**src/rtl/seq_det_pkg.sv**
```systemverilog
// -----------------------------------------------------------------------------
// seq_det_pkg
// Shared definitions for the parameterised serial sequence detector:
//   - det_state_t     : detector FSM states (FILL, ARMED)
//   - DEF_PAT_LEN     : default pattern length in bits
//   - DEF_RST_PATTERN : default pattern loaded at reset
//   - DEF_CNT_W       : default match counter width
// -----------------------------------------------------------------------------
package seq_det_pkg;

    typedef enum logic {
        FILL  = 1'b0,
        ARMED = 1'b1
    } det_state_t;

    localparam int         DEF_PAT_LEN     = 4;
    localparam logic [3:0] DEF_RST_PATTERN = 4'b1011;
    localparam int         DEF_CNT_W       = 8;

endpackage : seq_det_pkg

```
**src/rtl/seq_detector_param_sat_counter.sv**
```systemverilog
// -----------------------------------------------------------------------------
// sat_counter
// Saturating up-counter. It stops at all-ones and never wraps.
// Ports:
//   clk   : clock, rising edge
//   rst   : synchronous active-high reset, clears count
//   inc   : increment request for this edge
//   count : current count value (registered)
// -----------------------------------------------------------------------------
module sat_counter #(
    parameter int WIDTH = 8
) (
    input  logic             clk,
    input  logic             rst,
    input  logic             inc,
    output logic [WIDTH-1:0] count
);

    localparam logic [WIDTH-1:0] CNT_MAX = {WIDTH{1'b1}};

    logic [WIDTH-1:0] count_r;

    // Count register: clear on reset, step on inc unless already saturated.
    always_ff @(posedge clk) begin
        if (rst) begin
            count_r <= {WIDTH{1'b0}};
        end else if (inc && (count_r != CNT_MAX)) begin
            count_r <= count_r + WIDTH'(1);
        end else begin
            count_r <= count_r;
        end
    end

    assign count = count_r;

endmodule : sat_counter

```
**src/rtl/seq_detector_param.sv**
```systemverilog
// -----------------------------------------------------------------------------
// seq_detector_param
// Serial pattern detector with a run-time loadable pattern, selectable
// overlapping / non-overlapping detection and a saturating match counter.
// Ports:
//   clk         : clock, rising edge
//   rst         : synchronous active-high reset (wins over everything)
//   x           : serial data bit
//   x_valid     : x is sampled at this edge
//   pat_in      : new pattern, MSB is the first bit received
//   pat_load    : load pat_in at this edge (wins over x_valid)
//   overlap     : 1 = overlapping detection, 0 = restart after a match
//   y           : one-cycle match pulse, one cycle after the last bit's edge
//   armed       : at least PAT_LEN valid bits held since the last clear
//   match_count : saturating number of matches
// -----------------------------------------------------------------------------
module seq_detector_param
    import seq_det_pkg::*;
#(
    parameter int                 PAT_LEN     = DEF_PAT_LEN,
    parameter logic [PAT_LEN-1:0] RST_PATTERN = PAT_LEN'(DEF_RST_PATTERN),
    parameter int                 CNT_W       = DEF_CNT_W
) (
    input  logic               clk,
    input  logic               rst,
    input  logic               x,
    input  logic               x_valid,
    input  logic [PAT_LEN-1:0] pat_in,
    input  logic               pat_load,
    input  logic               overlap,
    output logic               y,
    output logic               armed,
    output logic [CNT_W-1:0]   match_count
);

    localparam int                FILL_W    = $clog2(PAT_LEN + 1);
    localparam logic [FILL_W-1:0] FILL_FULL = FILL_W'(PAT_LEN);

    logic [PAT_LEN-1:0] pattern_r;
    logic [PAT_LEN-1:0] hist_r;
    logic [FILL_W-1:0]  fill_r;
    det_state_t         state_r;
    logic               y_r;
    logic               armed_r;

    logic [PAT_LEN-1:0] hist_next_s;
    logic [FILL_W-1:0]  fill_next_s;
    logic               match_s;

    // Post-shift history/fill and the match decision for the current edge.
    always_comb begin
        hist_next_s = {hist_r[PAT_LEN-2:0], x};
        // Once armed the fill count is pinned at full; in FILL it is
        // always below PAT_LEN, so the increment cannot overflow.
        if (state_r == ARMED) begin
            fill_next_s = FILL_FULL;
        end else begin
            fill_next_s = fill_r + FILL_W'(1);
        end
        match_s = x_valid && !pat_load && !rst &&
                  (hist_next_s == pattern_r) && (fill_next_s == FILL_FULL);
    end

    // Detector FSM with history, fill counter, pattern and registered outputs.
    always_ff @(posedge clk) begin
        if (rst) begin
            pattern_r <= RST_PATTERN;
            hist_r    <= {PAT_LEN{1'b0}};
            fill_r    <= {FILL_W{1'b0}};
            state_r   <= FILL;
            y_r       <= 1'b0;
            armed_r   <= 1'b0;
        end else if (pat_load) begin
            // A simultaneous x is deliberately dropped.
            pattern_r <= pat_in;
            hist_r    <= {PAT_LEN{1'b0}};
            fill_r    <= {FILL_W{1'b0}};
            state_r   <= FILL;
            y_r       <= 1'b0;
            armed_r   <= 1'b0;
        end else if (x_valid) begin
            y_r       <= match_s;
            pattern_r <= pattern_r;
            if (match_s && !overlap) begin
                // Non-overlapping: the next match needs PAT_LEN fresh bits.
                hist_r  <= {PAT_LEN{1'b0}};
                fill_r  <= {FILL_W{1'b0}};
                state_r <= FILL;
                armed_r <= 1'b0;
            end else begin
                hist_r <= hist_next_s;
                fill_r <= fill_next_s;
                case (state_r)
                    FILL: begin
                        if (fill_next_s == FILL_FULL) begin
                            state_r <= ARMED;
                            armed_r <= 1'b1;
                        end else begin
                            state_r <= FILL;
                            armed_r <= 1'b0;
                        end
                    end
                    ARMED: begin
                        state_r <= ARMED;
                        armed_r <= 1'b1;
                    end
                    default: begin
                        state_r <= FILL;
                        armed_r <= 1'b0;
                        fill_r  <= {FILL_W{1'b0}};
                    end
                endcase
            end
        end else begin
            // No valid bit: everything holds, the pulse drops.
            y_r       <= 1'b0;
            pattern_r <= pattern_r;
            hist_r    <= hist_r;
            fill_r    <= fill_r;
            state_r   <= state_r;
            armed_r   <= armed_r;
        end
    end

    sat_counter #(
        .WIDTH (CNT_W)
    ) u_match_cnt (
        .clk   (clk),
        .rst   (rst),
        .inc   (match_s),
        .count (match_count)
    );

    assign y     = y_r;
    assign armed = armed_r;

endmodule : seq_detector_param

```
**config.mk**
```make
export PLATFORM = sky130hd
export DESIGN_NAME = seq_detector_param
export DESIGN_NICKNAME = d
export VERILOG_FILES = /design/src/rtl/seq_det_pkg.sv /design/src/rtl/seq_detector_param_sat_counter.sv /design/src/rtl/seq_detector_param.sv
export SDC_FILE = /design/constraint.sdc
export NUM_CORES = 1
export LEC_CHECK = 0
export CORE_ASPECT_RATIO = 1.4
export CORE_UTILIZATION = 48
export DETAILED_ROUTE_END_ITERATION = 16
export GPL_ROUTABILITY_DRIVEN = 0
export PLACE_DENSITY = 0.77
export REMOVE_ABC_BUFFERS = 1
export SYNTH_ARGS = -nofsm -noshare
export SYNTH_HDL_FRONTEND = slang
export SYNTH_SLANG_ARGS = --single-unit
```
**constraint.sdc**
```tcl
create_clock -name clk -period 2.3 [get_ports clk]
set_clock_uncertainty 0.05 [all_clocks]
set_input_delay 0.69 -clock clk [delete_from_list [all_inputs] [get_ports clk]]
set_output_delay 0.69 -clock clk [all_outputs]
set_load 0.02 [all_outputs]
```
==> results.sh <==
export IMPL_holdWs_ns=0.435
export IMPL_cp_start_kind="primary input"
export IMPL_hold_viol_final=0
export IMPL_ff2ff_setup_slack_ns=0.25
export IMPL_status="complete, no violations"
export IMPL_clkPwrFrac_pct=32.8
export IMPL_power_density_nw_per_um2=494
export IMPL_dp_hpwl_um=1400
export IMPL_die_x_um=38.9
export IMPL_hold_path_depth=2
export IMPL_power_switching_uw=136
export IMPL_synth_area_mux_share_pct=5.47
export IMPL_viasPerCell=5.47
export IMPL_grt_pass1_wl_um=2950
export IMPL_fin_area_um2=1250
export IMPL_max_freq_mhz=453
export IMPL_firstDrtPassIters=4
export IMPL_postCtsHoldBufs=0
export IMPL_drc=0
export IMPL_yosysTopAreaCellShare_pct=43.8
export IMPL_synth_simple_area_share_pct=21.5
export IMPL_ff_latch_area_um2=400
export IMPL_cts_sinks=20
export IMPL_core_area_um2=1780
export IMPL_synth_cell_area_um2=915
export IMPL_syn_to_final_growth_pct=36.9
export IMPL_layout_nets=142
export IMPL_power_internal_uw=482
export IMPL_multi_input_area_um2=508
export IMPL_grt_total_usage_pct=20.6
export IMPL_p_seq_share_pct=57.8
export IMPL_synthArstFlopShare_pct=0
export IMPL_htree_levels=1
export IMPL_yosys_top_cells_area="dfxtp_1 44%, mux2i_1 5.5%, nor2_1 4.9%"
export IMPL_ir_worst_vdd_mv=0.407
export IMPL_io_buffers=19
export IMPL_drt_iter0_markers=8
export IMPL_ys_ff_latch=20
export IMPL_cp_required_ns=2.50
export IMPL_combPwrFrac_pct=9.4
export IMPL_synth_largest_area_cell="dfxtp_1"
export IMPL_synth_compound_area_share_pct=16.4
export IMPL_cts_tree="done"
export IMPL_vias=815
export IMPL_antenna_found_initial=0
export IMPL_grt_start_max_net_pins=13
export IMPL_stdcell_count=149
export IMPL_synth_cell_types=30
export IMPL_placedInstanceArea_um2=1160
export IMPL_synth_xor_area_share_pct=5.75
export IMPL_die_area_um2=2090
export IMPL_dp_cells=142
export IMPL_ys_flop_type="dfxtp_1"
export IMPL_finalCritPeriodShare_pct=96.1
export IMPL_ys_seq_area_share_pct=43.8
export IMPL_critPathKind="primary input to flop"
export IMPL_ff2ff_path_depth=6
export IMPL_power_leakage_nw=0.522
export IMPL_wl_um=1870
export IMPL_wl_per_cell_um=12.6
export IMPL_crit_path_end_kind="flop"
export IMPL_max_slew_worst_pin_slew_ns=0.370
export IMPL_setup_violations_final=0
export IMPL_io_pins=20
export IMPL_rows=18
export IMPL_grt_pass1_vias=711
export IMPL_start_util_pct=51.4
export IMPL_synth_fa_ha_area_share_pct=2.74
export IMPL_path_clk_slew_ns=0.10
export IMPL_postRouteAntennaNets=0
export IMPL_finalCriticalPeriod_ns=2.21
export IMPL_n_fill_cell=133
export IMPL_synthMostInstantiatedCell="dfxtp_1"
export IMPL_grt_ovfl_total=0
export IMPL_die_y_um=53.7
export IMPL_drv_slew=0
export IMPL_drive_gt1_share_pct=17.1
export IMPL_insertion_delay_ns=0.31
export IMPL_antenna_cells=0
export IMPL_cts_buffers=3
export IMPL_fin_tns_setup_ns=0
export IMPL_synth_common_cells="20 x dfxtp_1, 12 x nor2_1, 8 x a21oi_1"
export IMPL_p_sw_share_pct=22.1
export IMPL_synth_area_per_cell_um2=9.24
export IMPL_synth_edf_count=0
export IMPL_synth_top_family_by_area="simple AND/OR/NAND/NOR gates"
export IMPL_critPathMaxFanout=6
export IMPL_slew_headroom_pct=75.2
export IMPL_cts_buffer_depth=2
export IMPL_synth_cells=99
export IMPL_hold_path_class="flop to flop"
export IMPL_cap_viol_max_count=0
export IMPL_clockRootBuffer="clkbuf_4"
export IMPL_crit_arrival_ns=2.41
export IMPL_ys_warn_count=0
layer usage:
| layer | track usage, % | vias up | part of all wire [%] |
|---|---|---|---|
| li1 | - | 416 | - |
| met1 | 22.9 | 378 | 43 |
| met2 | 35.6 | 16 | 51 |
| met3 | 2.48 | 5 | 2.6 |
| met4 | 13.8 | 0 | 2.9 |
| met5 | 0 | - | 0 |
per-stage QoR:
step / total power, mW / util (%) / worst slack [ns]
floorplan: 0.386 / - / 0.186
detailed placement: 0.420 / 65.5 / -0.340
global route: 0.645 / 70.4 / -0.00475
finish: 0.618 / 70.4 / 0.0902
global placement: 0.419 / 65.5 / -0.272
CTS: 0.626 / 68.0 / 0.0137
cell usage in the layout, fill, tap and decap left out, types with 2 or more instances in the layout:
cell type,synthesis,final
buf_4,0,10
or4_1,4,4
nor2_1,12,11
or3_1,2,2
dfxtp_1,20,20
ha_1,2,2
o21ai_1,2,2
nand3_1,4,4
mux2i_1,5,5
nand2_1,5,4
xor2_1,5,5
a211o_1,3,3
o31ai_1,4,4
inv_1,3,3
clkdlybuf4s50_1,0,18
nor2b_1,3,3
a21oi_1,8,8
clkbuf_4,0,3
state kept, by name (all words and copies together) (netlist names):
register           flops
u_match_cnt.count      8
pattern_r              4
fill_r                 3
hist_r                 3
armed                  1
y                      1
area by class of cell:
type / instances / share of cell area [%]
inverters: 4 / 1.20
repair buffers: 29 / 21.4
clock buffers: 4 / 2.90
flip-flops and latches: 20 / 32.0
multi-input cells: 72 / 40.6
well taps: 20 / 2.00
timing repair:
item / CTS / global route
endpoints found under the setup margin: 3 / 5
resized for setup: 1 / 4
gates cloned: 0 / 1
pin swaps: 0 / 2
setup buffers: 0 / 2
critical path, stage by stage:
cell             delay [ns]
clkdlybuf4s50_1        0.44
or2_1                  0.26
nor2_2                 0.21
nand4b_4               0.16
or4_1                  0.49
a21oi_1                0.15
worst paths after layout:
kind | from | endpoint
worst max-delay path | rst | u_match_cnt.count[5]$_SDFFE_PP0P_
worst min-delay path | fill_r[1]$_SDFFE_PP0P_ | fill_r[1]$_SDFFE_PP0P_
worst max register to register | fill_r[0]$_SDFFE_PP0P_ | u_match_cnt.count[5]$_SDFFE_PP0P_
worst min register to register | fill_r[1]$_SDFFE_PP0P_ | fill_r[1]$_SDFFE_PP0P_
cells by family after synthesis:
logic type / after synthesis
adder cells (fa/ha/maj): 2
AND/OR/NAND/NOR: 37
buffers and inverters: 8
XOR/XNOR: 6
multiplexers: 5
AO/OA/AOI/OAI: 21
flip-flops: 20
power groups by stage:
stage	Combinational (mW)	Sequential (mW)	Clock, mW
2_1_floorplan	0.0222	0.364	0
3_5_place_dp	0.0544	0.365	0
3_3_place_gp	0.0537	0.365	0
6_report	0.0580	0.358	0.203
4_1_cts	0.0554	0.358	0.213
5_1_grt	0.0633	0.359	0.223
No activity file was read; power rests on OpenSTA's default activity.
